[src/rtl/ddr3_chk_pkg.sv]
// Shared command/violation encodings and timing defaults for the DDR3 command-bus timing checker.
package ddr3_chk_pkg;

  typedef enum logic [2:0] {NOP, ACT, RD, WR, PRE, PREA, REF, MRS} cmd_e;

  typedef enum logic [3:0] {
    VIOL_NONE, VIOL_ACT_OPEN, VIOL_BANK_IDLE, VIOL_REF_OPEN, VIOL_TRFC,
    VIOL_TRP, VIOL_TRCD, VIOL_TRAS, VIOL_TWR, VIOL_TCCD
  } viol_e;

  typedef enum logic {BANK_IDLE, BANK_ACTIVE} bank_state_e;

  localparam int DEF_NBANKS = 8;
  localparam int DEF_CNT_W  = 8;

  // Minimum WR->PRE distance: write data burst must land, then recovery time.
  function automatic int wr_recovery(input int cwl, input int bl, input int t_wr);
    return cwl + bl / 2 + t_wr;
  endfunction

endpackage

[src/rtl/ddr3_bank_timer.sv]
// One bank's open/closed state and elapsed-cycle counters, plus the bank-local rule fail flags.
module ddr3_bank_timer
  import ddr3_chk_pkg::*;
#(
  parameter int CNT_W    = DEF_CNT_W,
  parameter int T_RCD    = 5,
  parameter int T_RP     = 5,
  parameter int T_RAS    = 15,
  parameter int T_WR_MIN = 15
) (
  input  logic        clock,
  input  logic        reset,
  input  logic        chk,
  input  cmd_e        cmd,
  input  logic        sel,
  output bank_state_e state,
  output logic        f_act_open,
  output logic        f_bank_idle,
  output logic        f_trp,
  output logic        f_trcd,
  output logic        f_tras,
  output logic        f_twr
);

  localparam logic [CNT_W-1:0] CNT_MAX = '1;

  logic [CNT_W-1:0] since_act, since_pre, since_wr;
  logic hit_act, hit_col, hit_wr, hit_pre, is_active;

  function automatic logic [CNT_W-1:0] sat_inc(input logic [CNT_W-1:0] v);
    return (v == CNT_MAX) ? v : v + 1'b1;
  endfunction

  assign is_active = (state == BANK_ACTIVE);
  assign hit_act   = chk && sel && (cmd == ACT);
  assign hit_col   = chk && sel && (cmd == RD || cmd == WR);
  assign hit_wr    = chk && sel && (cmd == WR);
  assign hit_pre   = chk && ((sel && cmd == PRE) || cmd == PREA);

  // Precharge of an already idle bank is harmless, so tRAS/tWR only apply to open banks.
  assign f_act_open  = hit_act && is_active;
  assign f_bank_idle = hit_col && !is_active;
  assign f_trp       = hit_act && (since_pre < CNT_W'(T_RP));
  assign f_trcd      = hit_col && (since_act < CNT_W'(T_RCD));
  assign f_tras      = hit_pre && is_active && (since_act < CNT_W'(T_RAS));
  assign f_twr       = hit_pre && is_active && (since_wr < CNT_W'(T_WR_MIN));

  always_ff @(posedge clock or negedge reset) begin
    if (!reset) begin
      state     <= BANK_IDLE;
      since_act <= CNT_MAX;
      since_pre <= CNT_MAX;
      since_wr  <= CNT_MAX;
    end else begin
      since_act <= hit_act ? CNT_W'(1) : sat_inc(since_act);
      since_pre <= hit_pre ? CNT_W'(1) : sat_inc(since_pre);
      since_wr  <= hit_wr  ? CNT_W'(1) : sat_inc(since_wr);
      if (hit_act)      state <= BANK_ACTIVE;
      else if (hit_pre) state <= BANK_IDLE;
    end
  end

endmodule

[config.mk]
export PLATFORM = sky130hd
export DESIGN_NAME = ddr3_bank_timer
export DESIGN_NICKNAME = d
export VERILOG_FILES = /design/src/rtl/ddr3_chk_pkg.sv /design/src/rtl/ddr3_bank_timer.sv
export SDC_FILE = /design/constraint.sdc
export NUM_CORES = 1
export LEC_CHECK = 0
export ABC_CLOCK_PERIOD_IN_PS = 1330
export BUFFER_PORTS_ARGS = -buffer_cell sky130_fd_sc_hd__buf_2
export CORE_ASPECT_RATIO = 1.5
export CORE_MARGIN = 3
export CORE_UTILIZATION = 52
export DETAILED_ROUTE_END_ITERATION = 16
export PLACE_DENSITY_LB_ADDON = 0.2
export SLEW_MARGIN = 20
export SYNTH_ARGS = -nofsm -noshare
export SYNTH_HDL_FRONTEND = slang
export SYNTH_SLANG_ARGS = --single-unit
[constraint.sdc]
create_clock -name clock -period 1.33 [get_ports clock]
set_input_delay 0.0665 -clock clock [delete_from_list [all_inputs] [get_ports clock]]
set_output_delay 0.0665 -clock clock [all_outputs]
set_load 0.01 [all_outputs]
== Word level (Yosys, flattened, before mapping) ==
Index checks and enable logic that the tools add are counted.

* Logic and storage cells: 47
* Bits of input ports: 7
* Flip-flop bits (word level): 25

* Eq/ne operators: 11
* $lt $le $gt $ge: 4
* $add $sub $neg: 3
* Reduce and logical (&&, ||, !) cells: 17
* Mux-type cells: 8

{| class="wikitable"
|+ Operators with widths
! operator !! number
|-
| $mux W8 || 6
|-
| $add A8 B1 Y8 const B || 3
|-
| $eq A8 B8 Y1 const B || 3
|-
| $lt A8 B3 Y1 const B || 2
|-
| $lt A8 B4 Y1 const B || 2
|-
| $logic_and A1 B1 Y1 || 13
|-
| $eq A3 B2 Y1 const B || 2
|-
| $eq A3 B3 Y1 const B || 2
|-
| $ne A2 B2 Y1 const B || 3
|-
| $eq A3 B1 Y1 const B || 1
|-
| $logic_or A1 B1 Y1 || 2
|-
| $mux W1 || 2
|-
| $reduce_bool A2 Y1 || 1
|-
| $logic_not A1 Y1 || 1
|}

== Depth between registers and ports, before layout ==
Gate-level depths: netlist (run 1).

* Depth in word-level cells: 6
* Depth in mapped cells: 5
* Mapped depth without buffers: 5

== Worst setup path after synthesis (run 1) ==
No wires, ideal clock.

* Path kind: reg-to-reg
* Start point: register since_wr[0]
* End point: register since_wr[3]
* Path slack: -117 ps
* Stages on the path, launching flop included: 6
* Arrival: 1,358 ps
* Required time: 1,241 ps
* Library setup time: 89 ps
* Cells stage by stage: dfstp_2 ha_1 and3_1 clkbuf_1 a21oi_1 a211oi_1

* Word-level cells in the longest chain between the ends: 3
* Elaborated cells between the ends (all ways): 5
* Those cells by class: add/sub: 1; eq/ne: 2; mux: 2

{| class="wikitable"
|+ Ends and longest elaborated chain
! item !! line !! text
|-
| start, declared || ddr3_bank_timer.sv:27 || <nowiki>logic [CNT_W-1:0] since_act, since_pre, since_wr;</nowiki>
|-
| start signal, assigned || ddr3_bank_timer.sv:57 || <nowiki>since_wr <= hit_wr ? CNT_W'(1) : sat_inc(since_wr);</nowiki>
|-
| $add A8 B1 Y8 || ddr3_bank_timer.sv:31 || <nowiki>return (v == CNT_MAX) ? v : v + 1'b1;</nowiki>
|-
| $mux W8 || ddr3_bank_timer.sv:31 ||
|-
| $mux W8 || ddr3_bank_timer.sv:57 ||
|}

Several ways; a longest one is shown, not always the timed one. The select of a mux whose other input is x is not followed.
A chain may end at the register's enable or synchronous reset.

== Worst setup path after layout (run 1) ==
* Start point: register since_act[1]
* End point: output port f_trcd

* Word-level cells in the longest chain between the ends: 2

{| class="wikitable"
|+ Ends and longest elaborated chain
! item !! line !! text
|-
| start, declared || ddr3_bank_timer.sv:27 ||
|-
| start signal, assigned || ddr3_bank_timer.sv:55 || <nowiki>since_act <= hit_act ? CNT_W'(1) : sat_inc(since_act);</nowiki>
|-
| $lt A8 B3 Y1 || ddr3_bank_timer.sv:44 || <nowiki>assign f_trcd = hit_col && (since_act < CNT_W'(T_RCD));</nowiki>
|-
| $logic_and A1 B1 Y1 || ddr3_bank_timer.sv:44 ||
|-
| end, declared || ddr3_bank_timer.sv:20 || <nowiki>output logic f_trcd,</nowiki>
|}

Every way passes these cells.

==> reports/metrics.cfg, run 1 <==
[sta]
hold_violations=0
fin_crit_ns=1.688
setup_tns_ns=-1.912
final.setup_skew_ns=0.003253
rsz0062_at_grt=true
max_freq_mhz=592.6
setup_ws_ns=-0.3575
finalCritPeriodShare=1.269
tightest_slew_ns=0.5778
max_slew_margin=0.6148
finalSetupViolations=19
slew_viol_final=0

[detailed_routing]
drt_iter0_drc=51
via_count=1508
wl_per_cell_um=18.33
antenna_left=0
dr.pass1.iters=4
drc=0
viasPerCell=6.336
wl_mm=4.362

[die]
start_util=0.5551
pin_count=14
die_x_um=50.11
die_area_mm2=0.003616
placementRows=23
die_h_um=72.17
coreArea_mm2=0.002734

[clock_tree]
clk-insertion-delay-late_ns=0.27
cts_buffers=3
root_buffer=clkbuf_8
cts.path.max_buffers=2
htreeDepth=1
cts_tree=done
path_clk_slew_ns=0.09
cts_num_sinks=25

[synthesis]
synth_edf_count=0
synth_area_leaders=dfstp_2, nor3_1, ha_1, a21oi_1, nand3_1
ys_ff_latch=25
netlist_area_mm2=0.001518
synth_cells=162
ys_types=37
seq_area_frac_synth=0.4320
syn_avg_cell_area_um2=9.369
yosysTopAreaCell=dfstp_2
synthArstFlopShare=1.000
syn_nets=174
yosys.area.top_type_share=0.4155
synth_flop_cell=dfstp_2
yosysWarnings=0

[grt]
grt_pass1_wl_mm=6.541
track_usage=0.2370
overflow=0
grt_antenna_before_repair=0
grt_max_degree=26
grt_pass1_vias=1432

[cells_and_area]
nets=214
antenna_cells=0
final_util=0.8018
areaGrowthSynthToFinish_pct=44.44
layout-drive-gt1-share=0.6020

[power_and_ir_drop]
vdd_drop_max_uv=1308
p_per_area_mw_per_mm2=2172
p_leak_nw=0.7995
fin_total_pwr_w=0.004762

[placement]
portBuffers=13
dpl.hpwl_mm=2.656
place.gp.congestion=0.8879

[worst_hold_path]
worstHoldPathType=primary input to register

[job]
cap_viol_max_count=0

[setup_path]
crit_path_end_kind=output pin
arrival_ns=1.62
worstPathMaxFanout=5
path_class=register to output pin
start_kind=register
required_ns=1.26

[status]
status=finished with violations
violations=setup timing

-- registers in the layout (all words and copies together), names as in the netlist --
signal,cells
state,1
since_act,8
since_pre,8
since_wr,8
-- cell families (layout without fill, tap and decap cells) --
| logic type | Yosys count | after routing | synth area share |
|---|---|---|---|
| buffers and inverters | 15 | 54 | 0.04451 |
| adders and majority gates | 5 | 5 | 0.04122 |
| DFF | 25 | 25 | 0.4320 |
| AOI/OAI and AO/OA | 44 | 44 | 0.1987 |
| and+or+nand+nor | 72 | 72 | 0.2770 |
| muxes | 1 | 1 | 0.006595 |
-- critical path, stage by stage, from the launching register on --
cell,delay (ns)
dfstp_2,0.40
buf_4,0.15
inv_1,0.06
ha_1,0.14
inv_1,0.07
a2111oi_4,0.34
buf_2,0.18
-- power by group --
part	total (W)	switching, W	internal, W
Clock	0.000467	0.000252	0.000215
Combinational	0.00234	0.00117	0.00118
Sequential	0.00195	0.000582	0.00137
Total	0.00476	0.00200	0.00276
-- metal layers --
metal,GRT usage,wire length [um]
met4,0.1292,170
met5,0,0
met1,0.2720,1732
met2,0.4201,2356
met3,0.02875,102
-- metrics by stage --
stage	area [um2]	hold slack (ns)	cells	setup slack (ns)
floorplan	1573	-0.2291	162	-0.006329
global placement	1788	0.08088	225	-0.01800
detailed placement	1788	0.08923	225	-0.06803
CTS	2047	0.1279	236	-0.3515
global route	2192	0.1511	238	-0.4136
finish	2192	0.1357	238	-0.3575
-- final timing paths --
path,startpoint,to,slack [ns],cells after the start
worst max-delay path,since_act[1]$_DFFE_PN1P_,f_trcd,-0.36,6
worst min-delay path,cmd[0],since_wr[0]$_DFFE_PN1P_,0.14,3
worst max register to register,since_act[1]$_DFFE_PN1P_,since_act[6]$_DFFE_PN1P_,-0.14,6
worst min register to register,since_wr[4]$_DFFE_PN1P_,since_wr[4]$_DFFE_PN1P_,0.58,2
max in group asynchronous,reset,since_pre[1]$_DFFE_PN1P_,0.63,2
min in group asynchronous,reset,state$_DFFE_PN0P_,0.32,2
-- what timing repair did --
item	in CTS	in global routing
hold endpoints to repair	1	0
setup buffers	6	2
pin swaps	18	15
gates resized for setup	42	29
hold buffers	1	0
endpoints found under the setup margin	20	26
-- synth_stat cells, types with 2 or more instances --
cell / count
inv_1: 8
nand4_1: 6
nor2_1: 8
nand2_1: 8
a31oi_1: 6
o21ai_0: 7
dfstp_2: 24
ha_1: 5
o22ai_1: 2
nor4_1: 2
nand3_1: 12
a21oi_1: 12
and3_1: 5
a41oi_1: 2
a21o_1: 2
buf_2: 3
clkbuf_1: 3
nor3_1: 16
a211oi_1: 6
nor4b_1: 3
o21bai_1: 2
and4_1: 5
-- cells in the final DEF (no fill, tap or decap), drive strengths merged, types with 2 or more instances in the layout --
master  Yosys  final
and4        6      6
clkbuf      3      4
nor3       17     17
o21ai       7      7
a31oi       6      6
o21bai      2      2
buf         4     41
a211oi      6      6
nand2       8      8
and3        6      6
a41oi       2      2
nor2        8      8
nor4b       4      4
ha          5      5
dfstp      24     24
o22ai       2      2
nor4        2      2
nand3      12     12
a21o        2      2
a21oi      12     12
inv         8      8
nand4       6      6
-- layout make-up --
type	instances	area, um2
clock buffer	4	45.04
timing repair buffer	42	322.8
sequential	25	655.6
fill	150	541.8
multi-input combinational	122	1092
tap	37	46.29
inverter	8	30.03
(Power assumes the default switching activity.)
==> run 2, diff against run 1 <==
--- a/config.mk
+++ b/config.mk
@@ -9,7 +9,8 @@
 export BUFFER_PORTS_ARGS = -buffer_cell sky130_fd_sc_hd__buf_2
 export CORE_ASPECT_RATIO = 1.5
 export CORE_MARGIN = 3
-export CORE_UTILIZATION = 52
+export CORE_UTILIZATION = 55
+export CTS_BUF_LIST = sky130_fd_sc_hd__clkbuf_8
 export DETAILED_ROUTE_END_ITERATION = 16
 export PLACE_DENSITY_LB_ADDON = 0.2
 export SLEW_MARGIN = 20
==> reports/metrics.cfg, run 2 (synthesized netlist as in run 1, its figures left out) <==
[grt]
grt_pass1_vias=1595
grt-busiest-layer=met2
met1_usage=0.3058
grt_max_degree=26
use_met2=0.4841
track_usage=0.2693
overflow=0
grt_pass1_wl_mm=7.307
grt_antenna_before_repair=0
grt.met3_usage=0.02985

[detailed_routing]
wl_per_cell_um=26.02
wl_mm=6.765
drc=0
drt_iter0_drc=167
viasPerCell=7.238
via_count=1882
antenna_left=0
dr.pass1.iters=5

[sta]
max_slew_margin=0.5963
hold_violations=0
setup_ws_ns=-0.4132
finalSetupViolations=26
final.setup_skew_ns=0.01309
tightest_slew_ns=0.6009
fin_crit_ns=1.743
finalCritPeriodShare=1.311
slew_viol_final=0
rsz0062_at_grt=true
max_freq_mhz=573.7

[die]
die_area_mm2=0.003439
pin_count=14
coreArea_mm2=0.002532
die_h_um=70.34
die_x_um=48.89
placementRows=22
start_util=0.5993

[power_and_ir_drop]
p_leak_nw=0.9139
vdd_drop_max_uv=1853
fin_total_pwr_w=0.005589
combPwrFrac=0.554
p_seq_frac=0.357
pwr-share-clk=0.090
p_sw_frac=0.4482
p_per_area_mw_per_mm2=2303
intPower_w=0.003084
power.switching_w=0.002505

[cells_and_area]
most-common-layout-cells=buf_4, dfstp_2, buf_6, buf_2, nor3_1
layout-drive-gt1-share=0.6696
seq_area_um2=655.6
antenna_cells=0
multiInputGateArea_mm2=0.001135
final_common_cell=buf_4
largestRegisters=since_act (8), since_pre (8), since_wr (8)
n_fill_cell=65
areaGrowthSynthToFinish_pct=59.93
nets=237
layout.cells.non_filler=260

[status]
violations=setup timing
status=finished with violations

[setup_path]
crit_path_end_kind=output pin
cp_slowest_stage_delay_ns=0.41
path_class=register to output pin
arrival_ns=1.68
crit_slowest_cell=dfstp_2
start_kind=register
required_ns=1.26
reg2reg_depth=6
worstPathMaxFanout=5
worstPathCellList=buf_6, inv_2, ha_2, inv_1, a2111oi_4, buf_2

[clock_tree]
path_clk_slew_ns=0.11
cts_tree=done
cts_buffers=3
htreeDepth=1
clk-insertion-delay-late_ns=0.28
cts_num_sinks=25
cts.path.max_buffers=2
root_buffer=clkbuf_8

[worst_hold_path]
worstHoldPathType=primary input to register
hold_path_depth=3

[placement]
place.gp.congestion=0.8857
dpl.hpwl_mm=2.850
portBuffers=13
place_inst=223

[job]
cap_viol_max_count=0

## run 2: cell count changes in the layout (fill, tap and decap cells not counted), moves of 2 or more
cell / before / now
a211oi_1: 3 / 0
a211oi_2: 2 / 4
and3_1: 2 / 0
buf_4: 19 / 38
nor3_2: 7 / 5
a31oi_1: 6 / 4
nor3_1: 9 / 11
buf_6: 8 / 14
and3_4: 4 / 6
## run 2: power groups by stage
| stage | sequential (W) | clock [W] | combinational (W) |
|---|---|---|---|
| 4_1_cts | 0.00188 | 0.000475 | 0.00207 |
| 2_1_floorplan | 0.00178 | 0 | 0.00106 |
| 5_1_grt | 0.00201 | 0.000519 | 0.00324 |
| 3_5_place_dp | 0.00187 | 0 | 0.00160 |
| 3_3_place_gp | 0.00182 | 0 | 0.00150 |
| 6_report | 0.00199 | 0.000501 | 0.00309 |
## run 2: final timing paths
check                                               from                  endpoint  slack (ns)
worst max-delay path            since_act[1]$_DFFE_PN1P_                    f_trcd       -0.41
worst min-delay path                              cmd[1]         state$_DFFE_PN0P_        0.20
worst min register to register   since_wr[4]$_DFFE_PN1P_   since_wr[4]$_DFFE_PN1P_        0.59
min in group asynchronous                          reset         state$_DFFE_PN0P_        0.38
worst max register to register  since_act[0]$_DFFE_PN1P_  since_act[6]$_DFFE_PN1P_       -0.24
max in group asynchronous                          reset   since_wr[0]$_DFFE_PN1P_        0.57
## run 2: metrics by stage
| step | util | setup TNS [ns] | setup slack, ns | area (um2) | hold WS, ns |
|---|---|---|---|---|---|
| 2_1_floorplan | - | -0.006329 | -0.006329 | 1573 | -0.2291 |
| 3_3_place_gp | 0.7026 | -0.1322 | -0.05120 | 1779 | 0.07496 |
| 3_5_place_dp | 0.7026 | -0.7908 | -0.1041 | 1779 | 0.07912 |
| 4_1_cts | 0.8177 | -1.932 | -0.3367 | 2071 | 0.1488 |
| 5_1_grt | 0.9585 | -4.931 | -0.4610 | 2427 | 0.2183 |
| 6_report | 0.9585 | -3.951 | -0.4132 | 2427 | 0.2049 |
## run 2: worst max-delay path, delay by kind of cell, from the launching register on
family	cells	cell delay [ns]
AO/OA/AOI/OAI	1	0.33
adder cells (fa/ha/maj)	1	0.20
buffers and inverters	4	0.46
flip-flops	1	0.41
## run 2: layout make-up
cell class              count  area share
flip-flops and latches     25      0.2701
repair buffers             65      0.2113
clock buffers               3     0.01701
multi-input cells         122      0.4675
inverters                   8     0.01237
well taps                  36     0.01856
clock inverters             1    0.003093
## run 2: timing repair
item                                    CTS  global route
hold buffers                              1             0
gates resized for setup                  47            35
pin swaps                                20            24
endpoints found under the setup margin   21            26
hold endpoints to repair                  1             0
buffers inserted                          7            26
## run 2: layer usage
layer	part of all wire	wire, um
met1	0.34	2303
met2	0.49	3330
met3	0.094	638
met4	0.073	491
met5	0	0
==> run 3, diff against run 2 <==
--- a/config.mk
+++ b/config.mk
@@ -7,7 +7,7 @@
 export LEC_CHECK = 0
 export ABC_CLOCK_PERIOD_IN_PS = 1330
 export BUFFER_PORTS_ARGS = -buffer_cell sky130_fd_sc_hd__buf_2
-export CORE_ASPECT_RATIO = 1.5
+export CORE_ASPECT_RATIO = 2
 export CORE_MARGIN = 3
 export CORE_UTILIZATION = 55
 export CTS_BUF_LIST = sky130_fd_sc_hd__clkbuf_8
==> reports/metrics.cfg, run 3 (synthesized netlist as in run 1, its figures left out) <==
[detailed_routing]
viasPerCell=6.996
dr.pass1.iters=4
wl_per_cell_um=21.42
antenna_left=0
drc=0
via_count=1686
drt_iter0_drc=114
wl_mm=5.162

[die]
die_area_mm2=0.003464
coreArea_mm2=0.002603
die_x_um=43.15
die_h_um=80.29
placementRows=26
pin_count=14
start_util=0.5832

[cells_and_area]
layout-drive-gt1-share=0.6432
finish.instance_area_mm2=0.002291
most-common-layout-cells=buf_4, dfstp_2, nor3_1, buf_2, buf_6
layout.cells.non_filler=241
nets=226
antenna_cells=0
largestRegisters=since_act (8), since_pre (8), since_wr (8)
final_util=0.8803
areaGrowthSynthToFinish_pct=50.95
final_common_cell=buf_4
n_fill_cell=108

[sta]
final.setup_skew_ns=0.001624
worst_hold_slack_ns=0.1899
finalCritPeriodShare=1.279
slew_viol_final=0
hold_violations=0
setup_ws_ns=-0.3713
fin_crit_ns=1.701
max_freq_mhz=587.8
tightest_slew_ns=0.5891
finalSetupViolations=23
rsz0062_at_grt=true
max_slew_margin=0.6058

[setup_path]
crit_slowest_cell=or4_4
rrSetupSlack_ns=-0.21
required_ns=1.26
arrival_ns=1.63
path_class=register to output pin
worstPathMaxFanout=2
start_kind=register
cp_slowest_stage_delay_ns=0.57
crit_path_end_kind=output pin
worstPathCellList=or4_4, a2111oi_4, buf_2

[worst_hold_path]
worstHoldPathType=primary input to register

[clock_tree]
cts.path.max_buffers=2
root_buffer=clkbuf_8
clk-insertion-delay-late_ns=0.27
htreeDepth=1
cts_buffers=3
cts_tree=done
path_clk_slew_ns=0.09
cts_num_sinks=25

[status]
violations=setup timing
status=finished with violations

[grt]
overflow=0
met1_usage=0.2855
grt.met3_usage=0.02691
grt_max_degree=26
use_met2=0.5074
grt-busiest-layer=met2
grt_pass1_vias=1511
grt_antenna_before_repair=0
grt_pass1_wl_mm=7.107
track_usage=0.2660

[placement]
dpl.hpwl_mm=2.815
place_area_mm2=0.001769
place_inst=215
place.gp.congestion=0.8992
portBuffers=13

[power_and_ir_drop]
vdd_drop_max_uv=1561
fin_total_pwr_w=0.005129
p_leak_nw=0.8590
p_per_area_mw_per_mm2=2239

[job]
cap_viol_max_count=0

-- run 3: path summary, 6_finish.rpt --
| path | start | to | cells after the start |
|---|---|---|---|
| max reg2reg | since_act[0]$_DFFE_PN1P_ | since_act[4]$_DFFE_PN1P_ | 7 |
| min in group asynchronous | reset | state$_DFFE_PN0P_ | 2 |
| max | since_act[6]$_DFFE_PN1P_ | f_trcd | 3 |
| min reg2reg | since_wr[7]$_DFFE_PN1P_ | since_wr[7]$_DFFE_PN1P_ | 2 |
| min | cmd[0] | since_wr[0]$_DFFE_PN1P_ | 3 |
| max in group asynchronous | reset | since_pre[6]$_DFFE_PN1P_ | 2 |
-- run 3: layout make-up --
cell class | count | area (um2) | area share
Multi-Input combinational cell | 122 | 1107 | 0.4833
Clock buffer | 3 | 41.29 | 0.01802
Inverter | 8 | 30.03 | 0.01311
Sequential cell | 25 | 655.6 | 0.2862
Tap cell | 28 | 35.03 | 0.01529
Clock inverter | 1 | 5.005 | 0.002185
Timing Repair Buffer | 54 | 416.7 | 0.1819
-- run 3: critical path: cells and delay by family, from the launching register on --
family | cells | cell delay (ns)
flip-flops | 1 | 0.39
AND/OR/NAND/NOR | 1 | 0.57
buffers and inverters | 1 | 0.19
AO/OA/AOI/OAI | 1 | 0.22
-- run 3: power breakdown --
| group | internal, W | total (W) | switching, W |
|---|---|---|---|
| clock | 0.000210 | 0.000464 | 0.000255 |
| combinational | 0.00136 | 0.00275 | 0.00139 |
| sequential | 0.00137 | 0.00192 | 0.000551 |
| total | 0.00293 | 0.00513 | 0.00220 |
-- run 3: through the flow --
stage               setup TNS [ns]  setup slack, ns
floorplan                -0.006329        -0.006329
global placement           -0.2858         -0.06916
detailed placement         -0.5763          -0.1287
CTS                         -1.666          -0.3336
global route                -3.886          -0.4124
finish                      -2.872          -0.3713
-- run 3: repair_timing --
action / 4_1_cts / 5_1_grt
buffers inserted: 9 / 13
endpoints found under the setup margin: 21 / 28
pin swaps: 20 / 14
hold endpoints to repair: 1 / 0
gates resized for setup: 45 / 31
hold buffers: 1 / 0
gates cloned: 0 / 0
-- run 3: per-layer routing --
| layer | routed length (um) | part of all wire | vias up |
|---|---|---|---|
| li1 | - | - | 730 |
| met1 | 1827 | 0.35 | 845 |
| met2 | 2937 | 0.57 | 88 |
| met3 | 211 | 0.041 | 23 |
| met4 | 184 | 0.036 | 0 |
| met5 | 0 | 0 | - |
